==> config.mk <==
export PLATFORM = sky130hd
export DESIGN_NAME = thread_scheduler_flat
export DESIGN_NICKNAME = d
export VERILOG_FILES = /design/src/rtl/thread_scheduler_if.sv /design/src/rtl/thread_scheduler.sv /design/src/flat_wrapper.sv
export SDC_FILE = /design/constraint.sdc
export NUM_CORES = 1
export LEC_CHECK = 0
export BUFFER_PORTS_ARGS = -buffer_cell sky130_fd_sc_hd__buf_2
export CORE_ASPECT_RATIO = 1.2
export CORE_UTILIZATION = 58
export DETAILED_ROUTE_END_ITERATION = 12
export PLACE_DENSITY = 0.83
export SLEW_MARGIN = 20
export SYNTH_ARGS = -nofsm -noshare
export SYNTH_HDL_FRONTEND = slang
export SYNTH_SLANG_ARGS = --single-unit
==> constraint.sdc <==
create_clock -name clk -period 11.5 [get_ports clk]
set_input_delay 1.725 -clock clk [delete_from_list [all_inputs] [get_ports clk]]
set_output_delay 1.725 -clock clk [all_outputs]
set_load 0.02 [all_outputs]
==> src/rtl/thread_scheduler_if.sv <==
`default_nettype none
// ============================================================================
// Module   : thread_scheduler_if
// Desc     : Policy/eligibility inputs and registered selection outputs of the
//            thread-issue scheduler.
// Revision : 1.0  initial release
// ============================================================================
interface thread_scheduler_if #(
    parameter int N_THREADS = 8,
    parameter int QUANTUM_W = 4,
    parameter int TID_W     = $clog2(N_THREADS)
);
    logic [1:0]           mode;
    logic [N_THREADS-1:0] stalled;
    logic [N_THREADS-1:0] thread_en;
    logic [QUANTUM_W-1:0] quantum;
    logic [TID_W-1:0]     thread;
    logic                 thread_valid;
    logic                 switched;

    modport master (
        output mode, stalled, thread_en, quantum,
        input  thread, thread_valid, switched
    );

    modport slave (
        input  mode, stalled, thread_en, quantum,
        output thread, thread_valid, switched
    );
endinterface
`default_nettype wire

==> src/rtl/thread_scheduler.sv <==
`default_nettype none
// ============================================================================
// Module   : thread_scheduler
// Desc     : Per-cycle thread selection with RR, stall-skip RR, quantum RR and
//            fixed-priority policies plus per-thread enable masking.
// Revision : 1.0  initial release
// ============================================================================
module thread_scheduler #(
    parameter int N_THREADS = 8,
    parameter int TID_W     = $clog2(N_THREADS),
    parameter int QUANTUM_W = 4
) (
    input  logic              clk,
    input  logic              rst,
    thread_scheduler_if.slave bus
);

    localparam logic [1:0]       c_MODE_RR    = 2'd0;
    localparam logic [1:0]       c_MODE_SKIP  = 2'd1;
    localparam logic [1:0]       c_MODE_QUANT = 2'd2;
    localparam logic [1:0]       c_MODE_PRIO  = 2'd3;
    localparam logic [TID_W:0]   c_N_EXT      = (TID_W+1)'(N_THREADS);

    logic [TID_W-1:0]     r_thread;
    logic                 r_valid;
    logic                 r_switched;
    logic [QUANTUM_W-1:0] r_qcnt;

    logic [N_THREADS-1:0] w_elig;
    logic [TID_W-1:0]     w_start;
    logic                 w_hit_found;
    logic [TID_W-1:0]     w_hit;
    logic                 w_prio_found;
    logic [TID_W-1:0]     w_prio;
    logic [QUANTUM_W-1:0] w_qlim;
    logic [QUANTUM_W:0]   w_qnext;
    logic                 w_qhold;
    logic [TID_W-1:0]     w_next_thread;
    logic                 w_next_valid;
    logic [QUANTUM_W-1:0] w_next_qcnt;
    logic                 w_next_switched;

    // Reduce a sum of two in-range IDs (< 2*N) back into 0..N-1.
    function automatic logic [TID_W-1:0] f_wrap(input logic [TID_W:0] v);
        if (v >= c_N_EXT)
            return TID_W'(v - c_N_EXT);
        else
            return TID_W'(v);
    endfunction

    assign w_elig  = bus.thread_en & ~bus.stalled;
    assign w_start = r_valid ? f_wrap({1'b0, r_thread} + (TID_W+1)'(1)) : r_thread;

    // Circular search: scanning from the far end lets the entry nearest start win.
    always_comb begin
        logic [TID_W-1:0] v_idx;
        v_idx       = '0;
        w_hit_found = 1'b0;
        w_hit       = w_start;
        for (int k = N_THREADS - 1; k >= 0; k--) begin
            v_idx = f_wrap({1'b0, w_start} + (TID_W+1)'(k));
            if (w_elig[v_idx]) begin
                w_hit_found = 1'b1;
                w_hit       = v_idx;
            end
        end
    end

    always_comb begin
        w_prio_found = 1'b0;
        w_prio       = '0;
        for (int k = N_THREADS - 1; k >= 0; k--) begin
            if (w_elig[k]) begin
                w_prio_found = 1'b1;
                w_prio       = TID_W'(k);
            end
        end
    end

    // A zero quantum behaves as a one-cycle slice; the extra bit keeps qcnt+1 from wrapping.
    assign w_qlim  = (bus.quantum == '0) ? QUANTUM_W'(1) : bus.quantum;
    assign w_qnext = {1'b0, r_qcnt} + (QUANTUM_W+1)'(1);
    assign w_qhold = r_valid & w_elig[r_thread] & (w_qnext < {1'b0, w_qlim});

    always_comb begin
        w_next_thread = r_thread;
        w_next_valid  = 1'b0;
        w_next_qcnt   = '0;
        case (bus.mode)
            c_MODE_RR: begin
                w_next_thread = w_start;
                w_next_valid  = 1'b1;
            end
            c_MODE_SKIP: begin
                if (w_hit_found) begin
                    w_next_thread = w_hit;
                    w_next_valid  = 1'b1;
                end
            end
            c_MODE_QUANT: begin
                if (w_qhold) begin
                    w_next_valid = 1'b1;
                    w_next_qcnt  = w_qnext[QUANTUM_W-1:0];
                end else if (w_hit_found) begin
                    w_next_thread = w_hit;
                    w_next_valid  = 1'b1;
                end
            end
            c_MODE_PRIO: begin
                if (w_prio_found) begin
                    w_next_thread = w_prio;
                    w_next_valid  = 1'b1;
                end
            end
            default: begin
                w_next_thread = r_thread;
                w_next_valid  = 1'b0;
            end
        endcase
        w_next_switched = w_next_valid & (~r_valid | (w_next_thread != r_thread));
    end

    always_ff @(posedge clk or posedge rst) begin
        if (rst) begin
            r_thread   <= '0;
            r_valid    <= 1'b0;
            r_switched <= 1'b0;
            r_qcnt     <= '0;
        end else begin
            r_thread   <= w_next_thread;
            r_valid    <= w_next_valid;
            r_switched <= w_next_switched;
            r_qcnt     <= w_next_qcnt;
        end
    end

    assign bus.thread       = r_thread;
    assign bus.thread_valid = r_valid;
    assign bus.switched     = r_switched;

endmodule
`default_nettype wire

==> src/flat_wrapper.sv <==
// flat-port wrapper written by rule: the top's interface ports become plain ports
module thread_scheduler_flat 
#(
    parameter int N_THREADS = 8,
    parameter int TID_W     = $clog2(N_THREADS),
    parameter int QUANTUM_W = 4
)
  (clk, rst, bus_mode, bus_stalled, bus_thread_en, bus_quantum, bus_thread, bus_thread_valid, bus_switched);
  thread_scheduler_if #(.N_THREADS(N_THREADS), .QUANTUM_W(QUANTUM_W), .TID_W(TID_W)) bus_i ();
  input  logic clk;
  input  logic rst;
  input wire logic [$bits(bus_i.mode)-1:0] bus_mode;
  input wire logic [$bits(bus_i.stalled)-1:0] bus_stalled;
  input wire logic [$bits(bus_i.thread_en)-1:0] bus_thread_en;
  input wire logic [$bits(bus_i.quantum)-1:0] bus_quantum;
  output wire logic [$bits(bus_i.thread)-1:0] bus_thread;
  output wire logic [$bits(bus_i.thread_valid)-1:0] bus_thread_valid;
  output wire logic [$bits(bus_i.switched)-1:0] bus_switched;
  assign bus_i.mode = bus_mode;
  assign bus_i.stalled = bus_stalled;
  assign bus_i.thread_en = bus_thread_en;
  assign bus_i.quantum = bus_quantum;
  assign bus_thread = bus_i.thread;
  assign bus_thread_valid = bus_i.thread_valid;
  assign bus_switched = bus_i.switched;
  thread_scheduler #(.N_THREADS(N_THREADS), .TID_W(TID_W), .QUANTUM_W(QUANTUM_W)) u_core (.clk(clk), .rst(rst), .bus(bus_i));
endmodule
# Yosys cells after proc, flatten, opt, wreduce, memory -nomap -nowiden
# Index checks and enable logic that the tools add are counted.
# classes
addsub	18
eq_ne	4
n_mux	71
n_reduce_logical	2
n_bitwise	7
order_cmp	19
# ops
operator	count
$mux W3	29
$lt A3 B4 Y1 const B	9
$ge A4 B4 Y1 const B	8
$mux W1	28
$bmux W1 S3	9
$sub A3 B1 Y3 const B	9
$add A3 B3 Y4 const B	4
$mux W4	3
$pmux W3 S4	1
$add A3 B1 Y4 const B	2
$add A3 B2 Y4 const B	2
$and A8 B8 Y8	1
$not A8 Y8	1
$add A4 B1 Y5 const B	1
$lt A5 B4 Y1	1
$eq A2 B2 Y1 const B	2
$ge A3 B4 Y1 const B	1
$logic_not A4 Y1	1
$pmux W1 S4	1
$and A1 B1 Y1	3
$ne A3 B3 Y1	1
$eq A2 B1 Y1 const B	1
$logic_not A2 Y1	1
$not A1 Y1	1
$or A1 B1 Y1	1
# totals
ff_bits	9
wordCells	125
out_inout_bits	5

# Longest topological paths before layout
# logic_depth
word_depth	23
mapped_depth	17
mapped_depth_nobuf	14

# Least setup slack after synthesis
# No wires, ideal clock.
# synth_timing
path_kind	register to register
from	register u_core.r_thread[0], in the netlist u_core.bus.thread[0]
to	register u_core.r_switched, in the netlist u_core.bus.switched
required_ns	11.368
setup_time_ns	0.132
period_less_slack_ns	4.546
setup_slack_ns	6.954
arrival_time_ns	4.414
path_stages_with_launch	17
path_cell_list	dfrtp_1 -> ha_1 -> a21o_1 -> clkbuf_1 -> clkbuf_1 -> ha_1 -> xnor2_1 -> xnor2_1 -> mux4_2 -> a2111o_1 -> nor4_4 -> buf_6 -> nand2_1 -> a221o_1 -> mux2_2 -> o31ai_1 -> a31oi_1
# synth_between
elab_chain_len	23
word_cells_on_any_way	82
cone_classes	add/sub: 17; order compare: 9; eq/ne: 1; mux: 51; bitwise: 4
# synth_lines
item	line	rtl
from (decl)	thread_scheduler.sv:24	logic [TID_W-1:0] r_thread;
from (signal assigned)	thread_scheduler.sv:130	r_thread <= w_next_thread;
$add A3 B1 Y4	thread_scheduler.sv:52	assign w_start = r_valid ? f_wrap({1'b0, r_thread} + (TID_W+1)'(1)) : r_thread;
$ge A4 B4 Y1 or $sub A3 B1 Y3 (tied branches)	thread_scheduler.sv:45, thread_scheduler.sv:46	
$mux W3	thread_scheduler.sv:45	if (v >= c_N_EXT)
$mux W3	thread_scheduler.sv:52	
$add A3 B3 Y4	thread_scheduler.sv:61	v_idx = f_wrap({1'b0, w_start} + (TID_W+1)'(k));
$ge A4 B4 Y1 or $sub A3 B1 Y3 (tied branches)	thread_scheduler.sv:45, thread_scheduler.sv:46	
$mux W3	thread_scheduler.sv:45	
$bmux W1 S3	thread_scheduler.sv:62	if (w_elig[v_idx]) begin
$mux W1 (implied by the code)	thread_scheduler.sv:62	
$mux W3 or $mux W1 (tied branches) (8 in series)	thread_scheduler.sv:62	
$mux W3	thread_scheduler.sv:95, thread_scheduler.sv:104	
$mux W3	thread_scheduler.sv:101	if (w_qhold) begin
$pmux W3 S4	thread_scheduler.sv:89	case (bus.mode)
$ne A3 B3 Y1	thread_scheduler.sv:120	w_next_switched = w_next_valid & (~r_valid | (w_next_thread != r_thread));
$or A1 B1 Y1	thread_scheduler.sv:120	
$and A1 B1 Y1 *	thread_scheduler.sv:120	
net u_core.w_next_switched	thread_scheduler.sv:41	logic w_next_switched;
to (signal assigned)	thread_scheduler.sv:132	r_switched <= w_next_switched;
to (decl)	thread_scheduler.sv:26	logic r_switched;
# The timed path passes the listed nets; every way through them passes the cells marked *. The select of a mux whose other input is x is not followed.

# Worst setup path after layout
# layout_timing
from	register u_core.r_thread[0], in the netlist u_core.bus.thread[0]
to	register u_core.r_switched, in the netlist u_core.bus.switched
# layout_between
elab_chain_len	23
word_cells_on_any_way	82
cone_classes	add/sub: 17; order compare: 9; eq/ne: 1; mux: 51; bitwise: 4
# layout_lines
item	line	rtl
$add A3 B1 Y4	thread_scheduler.sv:52	
$ge A4 B4 Y1 or $sub A3 B1 Y3 (tied branches)	thread_scheduler.sv:45, thread_scheduler.sv:46	
$mux W3	thread_scheduler.sv:45	
$mux W3	thread_scheduler.sv:52	
$add A3 B3 Y4	thread_scheduler.sv:61	
$ge A4 B4 Y1 or $sub A3 B1 Y3 (tied branches)	thread_scheduler.sv:45, thread_scheduler.sv:46	
$mux W3	thread_scheduler.sv:45	
$bmux W1 S3	thread_scheduler.sv:62	
[... 9 more ...]	n/a	
$mux W3	thread_scheduler.sv:95, thread_scheduler.sv:104	
$mux W3	thread_scheduler.sv:101	
$pmux W3 S4 *	thread_scheduler.sv:89	
net u_core.w_next_thread[2]	thread_scheduler.sv:38	logic [TID_W-1:0] w_next_thread;
$ne A3 B3 Y1 *	thread_scheduler.sv:120	
$or A1 B1 Y1 *	thread_scheduler.sv:120	
$and A1 B1 Y1 *	thread_scheduler.sv:120	
net u_core.w_next_switched	thread_scheduler.sv:41	
# Marked as above.

==> results by group <==
Worst setup path
  – Crit Path Max Fanout: 17
  – Critical Path AT: 5.33 ns
  – Worst Path Buf+Inv: 0
  – Kind of critical path: register to register
  – Max incr delay on CP: 0.72 ns
  – Stages on worst setup path: 13
  – Critical Path Start: u_core.bus.thread[0]
  – CP required: 11.65 ns
  – CP dominant cell by count: xnor2_1
  – Worst path top cell family by delay: compound AO/OA/AOI/OAI gates
  – Worst r2r src: u_core.bus.thread[0]
  – Critical-path cell list: ha_1 > a21o_1 > ha_1 > xnor2_1 > xnor2_1 > mux4_2 > a2111o_1 > nor4_4 > nor4_1 > a211oi_1 > o22ai_4 > xnor2_1 > a31oi_1
  – Setup crit end kind: register
  – FF-to-FF path depth: 13
  – Startpoint Class: register
  – Worst path slowest cell: dfrtp_1

Yosys
  – Post-synthesis async set-or-reset flop share: 1.000
  – Syn Nets: 285
  – Post-synth EDFFs: 0
  – Synthesis Warnings: 0
  – Ys flop type: dfrtp_1
  – Netlist cell types: 66
  – Register area share after synthesis: 0.1095
  – Number of synthesized register bits: 9
  – Syn Area/Cell: 8.098 um^2
  – Synthesized cell area: 0.002057 mm^2
  – Mapped Cells: 254

Global route
  – Congestion Overflow GR: 0
  – Total global-route track usage: 0.3232
  – Initial antenna violation count: 0
  – Global-route wire length before repair: 9.535 mm
  – Largest net degree at the start of global routing: 18
  – Number of global-route vias before repair: 2037

Cells and area
  – Share of cells above drive strength 1: 0.2299
  – Ant. Diodes: 0
  – Final nets: 306
  – Area Growth Syn to Fin: 5.779%

Clock network
  – CTS tree: done
  – Root buf cell: clkbuf_8
  – Cts repair resizes: 0
  – Hold buffers post-CTS: 0
  – Post-CTS Setup Bufs: 0
  – H-Tree Depth: 1
  – Clk slew on worst S/H paths: 0.05 ns
  – Clock sinks: 9
  – Num CTS Buffers: 3
  – Clock Path Buffers: 2
  – Clk Latency, worst-skew pair: 0.24 ns

Detailed routing
  – Post-route ant nets: 0
  – WL per Instance: 19.07 um
  – Via density per instance: 6.900
  – DR vias: 2146
  – Drt total wl: 5.932 mm
  – Drt first pass iters: 5
  – Remaining DRCs: 0
  – Starting DRT DRC Count: 211

Timing
  – Setup WS post-layout: 6.324 ns
  – RSZ-0062 raised after global routing: false
  – Rel. slew slack: 0.4343
  – Min Tclk post-route: 5.176 ns
  – Slew @ Worst Pin: 0.8376 ns
  – Fmax: 0.1932 GHz
  – Final Slew Violations: 0
  – Final Hold Vio Count: 0
  – Final Skew: 0.007921 ns
  – Tcrit/Tclk final: 0.4501
  – Finish-stage setup viols: 0
  – Setup TNS: 0 ns

Die
  – Die X: 56.37 um
  – Initial cell density of the core: 0.6109
  – Ports: 29
  – Rows: 23
  – Die Ht: 67.24 um
  – DIE AREA: 0.003790 mm^2
  – Core footprint: 0.003367 mm^2

Placement
  – GP Congestion: 1.004
  – Place WS: 6.473 ns
  – I/O Buffers: 28
  – DPL Wire Length: 4.541 mm

Worst hold path
  – Hold Path Origin: u_core.r_qcnt[0]
  – Hold crit path type: register to register
  – Hold path depth: 1

Run
  – Max cap viols: 0

Outcome
  – Status: finished clean
## through the flow
stage / cells / instance area (um^2) / util / hold WS [ns]
2_1_floorplan: 254 / 2057 / - / 0.4753
4_1_cts: 311 / 2176 / 0.6462 / 0.5378
6_report: 311 / 2176 / 0.6462 / 0.5402
5_1_grt: 311 / 2176 / 0.6462 / 0.5569
3_3_place_gp: 307 / 2130 / 0.6325 / 0.5221
3_5_place_dp: 307 / 2130 / 0.6325 / 0.5275
## area by class of cell
cell class / count / area, um^2
well taps: 37 / 46.29
multi-input cells: 221 / 1657
repair buffers: 29 / 147.6
inverters: 11 / 53.80
clock buffers: 3 / 41.29
clock inverters: 1 / 5.005
fillers: 301 / 1191
flip-flops and latches: 9 / 225.2
## final timing paths
kind                       slack [ns]                    to
hold reg to reg                  0.54      u_core.r_qcnt[0]
min in group asynchronous        1.45  u_core.bus.thread[0]
hold / removal                   0.54      u_core.r_qcnt[0]
setup / recovery                 6.32   u_core.bus.switched
setup reg to reg                 6.32   u_core.bus.switched
max in group asynchronous        9.77  u_core.bus.thread[2]
## routing by layer
metal / share of wire / routed length [um] / GRT usage / vias to the layer above
li1: - / - / - / 1014
met1: 0.41 / 2414 / 0.3944 / 994
met2: 0.50 / 2962 / 0.5923 / 118
met3: 0.066 / 389 / 0.02490 / 20
met4: 0.028 / 166 / 0.1311 / 0
met5: 0 / 0 / 0 / -
## cell families (layout without fill, tap and decap cells)
family | count (synthesis) | after routing | synth area share
and+or+nand+nor | 94 | 94 | 0.2640
muxes | 29 | 29 | 0.1618
AOI/OAI and AO/OA | 76 | 76 | 0.2640
adders and majority gates | 7 | 7 | 0.04258
DFF | 9 | 9 | 0.1095
xor gates and xnor gates | 15 | 15 | 0.07300
buffers and inverters | 24 | 44 | 0.08515
## cell usage in the layout, fill, tap and decap left out, types with 2 or more instances in the layout
cell type and count:
a311oi_1 2, buf_2 28, inv_1 9, nor4_1 4, dfrtp_1 9, nand2_1 13, a211oi_1 6, a31oi_1 5
or2_2 2, o22ai_1 3, a221oi_1 5, nor2_1 20, o41ai_1 2, ha_1 7, nand2b_1 3, nor3b_1 2
nor2b_1 10, or2b_2 5, o21a_1 2, mux4_2 3, and2_2 3, a22o_1 2, o21ai_0 14, clkbuf_8 3
nand3_1 9, nor3_1 7, nand4_1 3, a21oi_1 14, o211ai_1 3, mux2i_1 22, a2111o_1 2, mux2_2 4
and3_1 3, xnor2_1 13
## sequential cells by signal, indices dropped and copies added, names as in the netlist
name	count
u_core.bus.thread	3
u_core.bus.thread_valid	1
u_core.bus.switched	1
u_core.r_qcnt	4
## synthesized netlist by cell type (all sizes together), types with 3 or more instances
library cell,number,area (um^2)
mux2i,22,220.2
nor2,20,75.07
a21oi,14,70.07
o21ai,14,70.07
xnor2,14,141.4
nand2,13,48.80
nor2b,10,62.56
clkbuf,9,83.83
dfrtp,9,225.2
inv,9,33.78
nand3,9,45.04
ha,7,87.58
nor3,7,35.03
a211oi,6,45.04
or2b,6,55.05
a221oi,5,43.79
a31oi,5,31.28
nor4,5,46.29
and2,4,28.78
and3,4,26.28
buf,4,37.53
mux2,4,45.04
o22ai,4,38.79
a22o,3,27.53
mux4,3,67.56
nand2b,3,18.77
nand4,3,18.77
o211ai,3,22.52
Power is not shown: default switching activity piles up to over one toggle a cycle in this logic, so the estimate is an artifact.
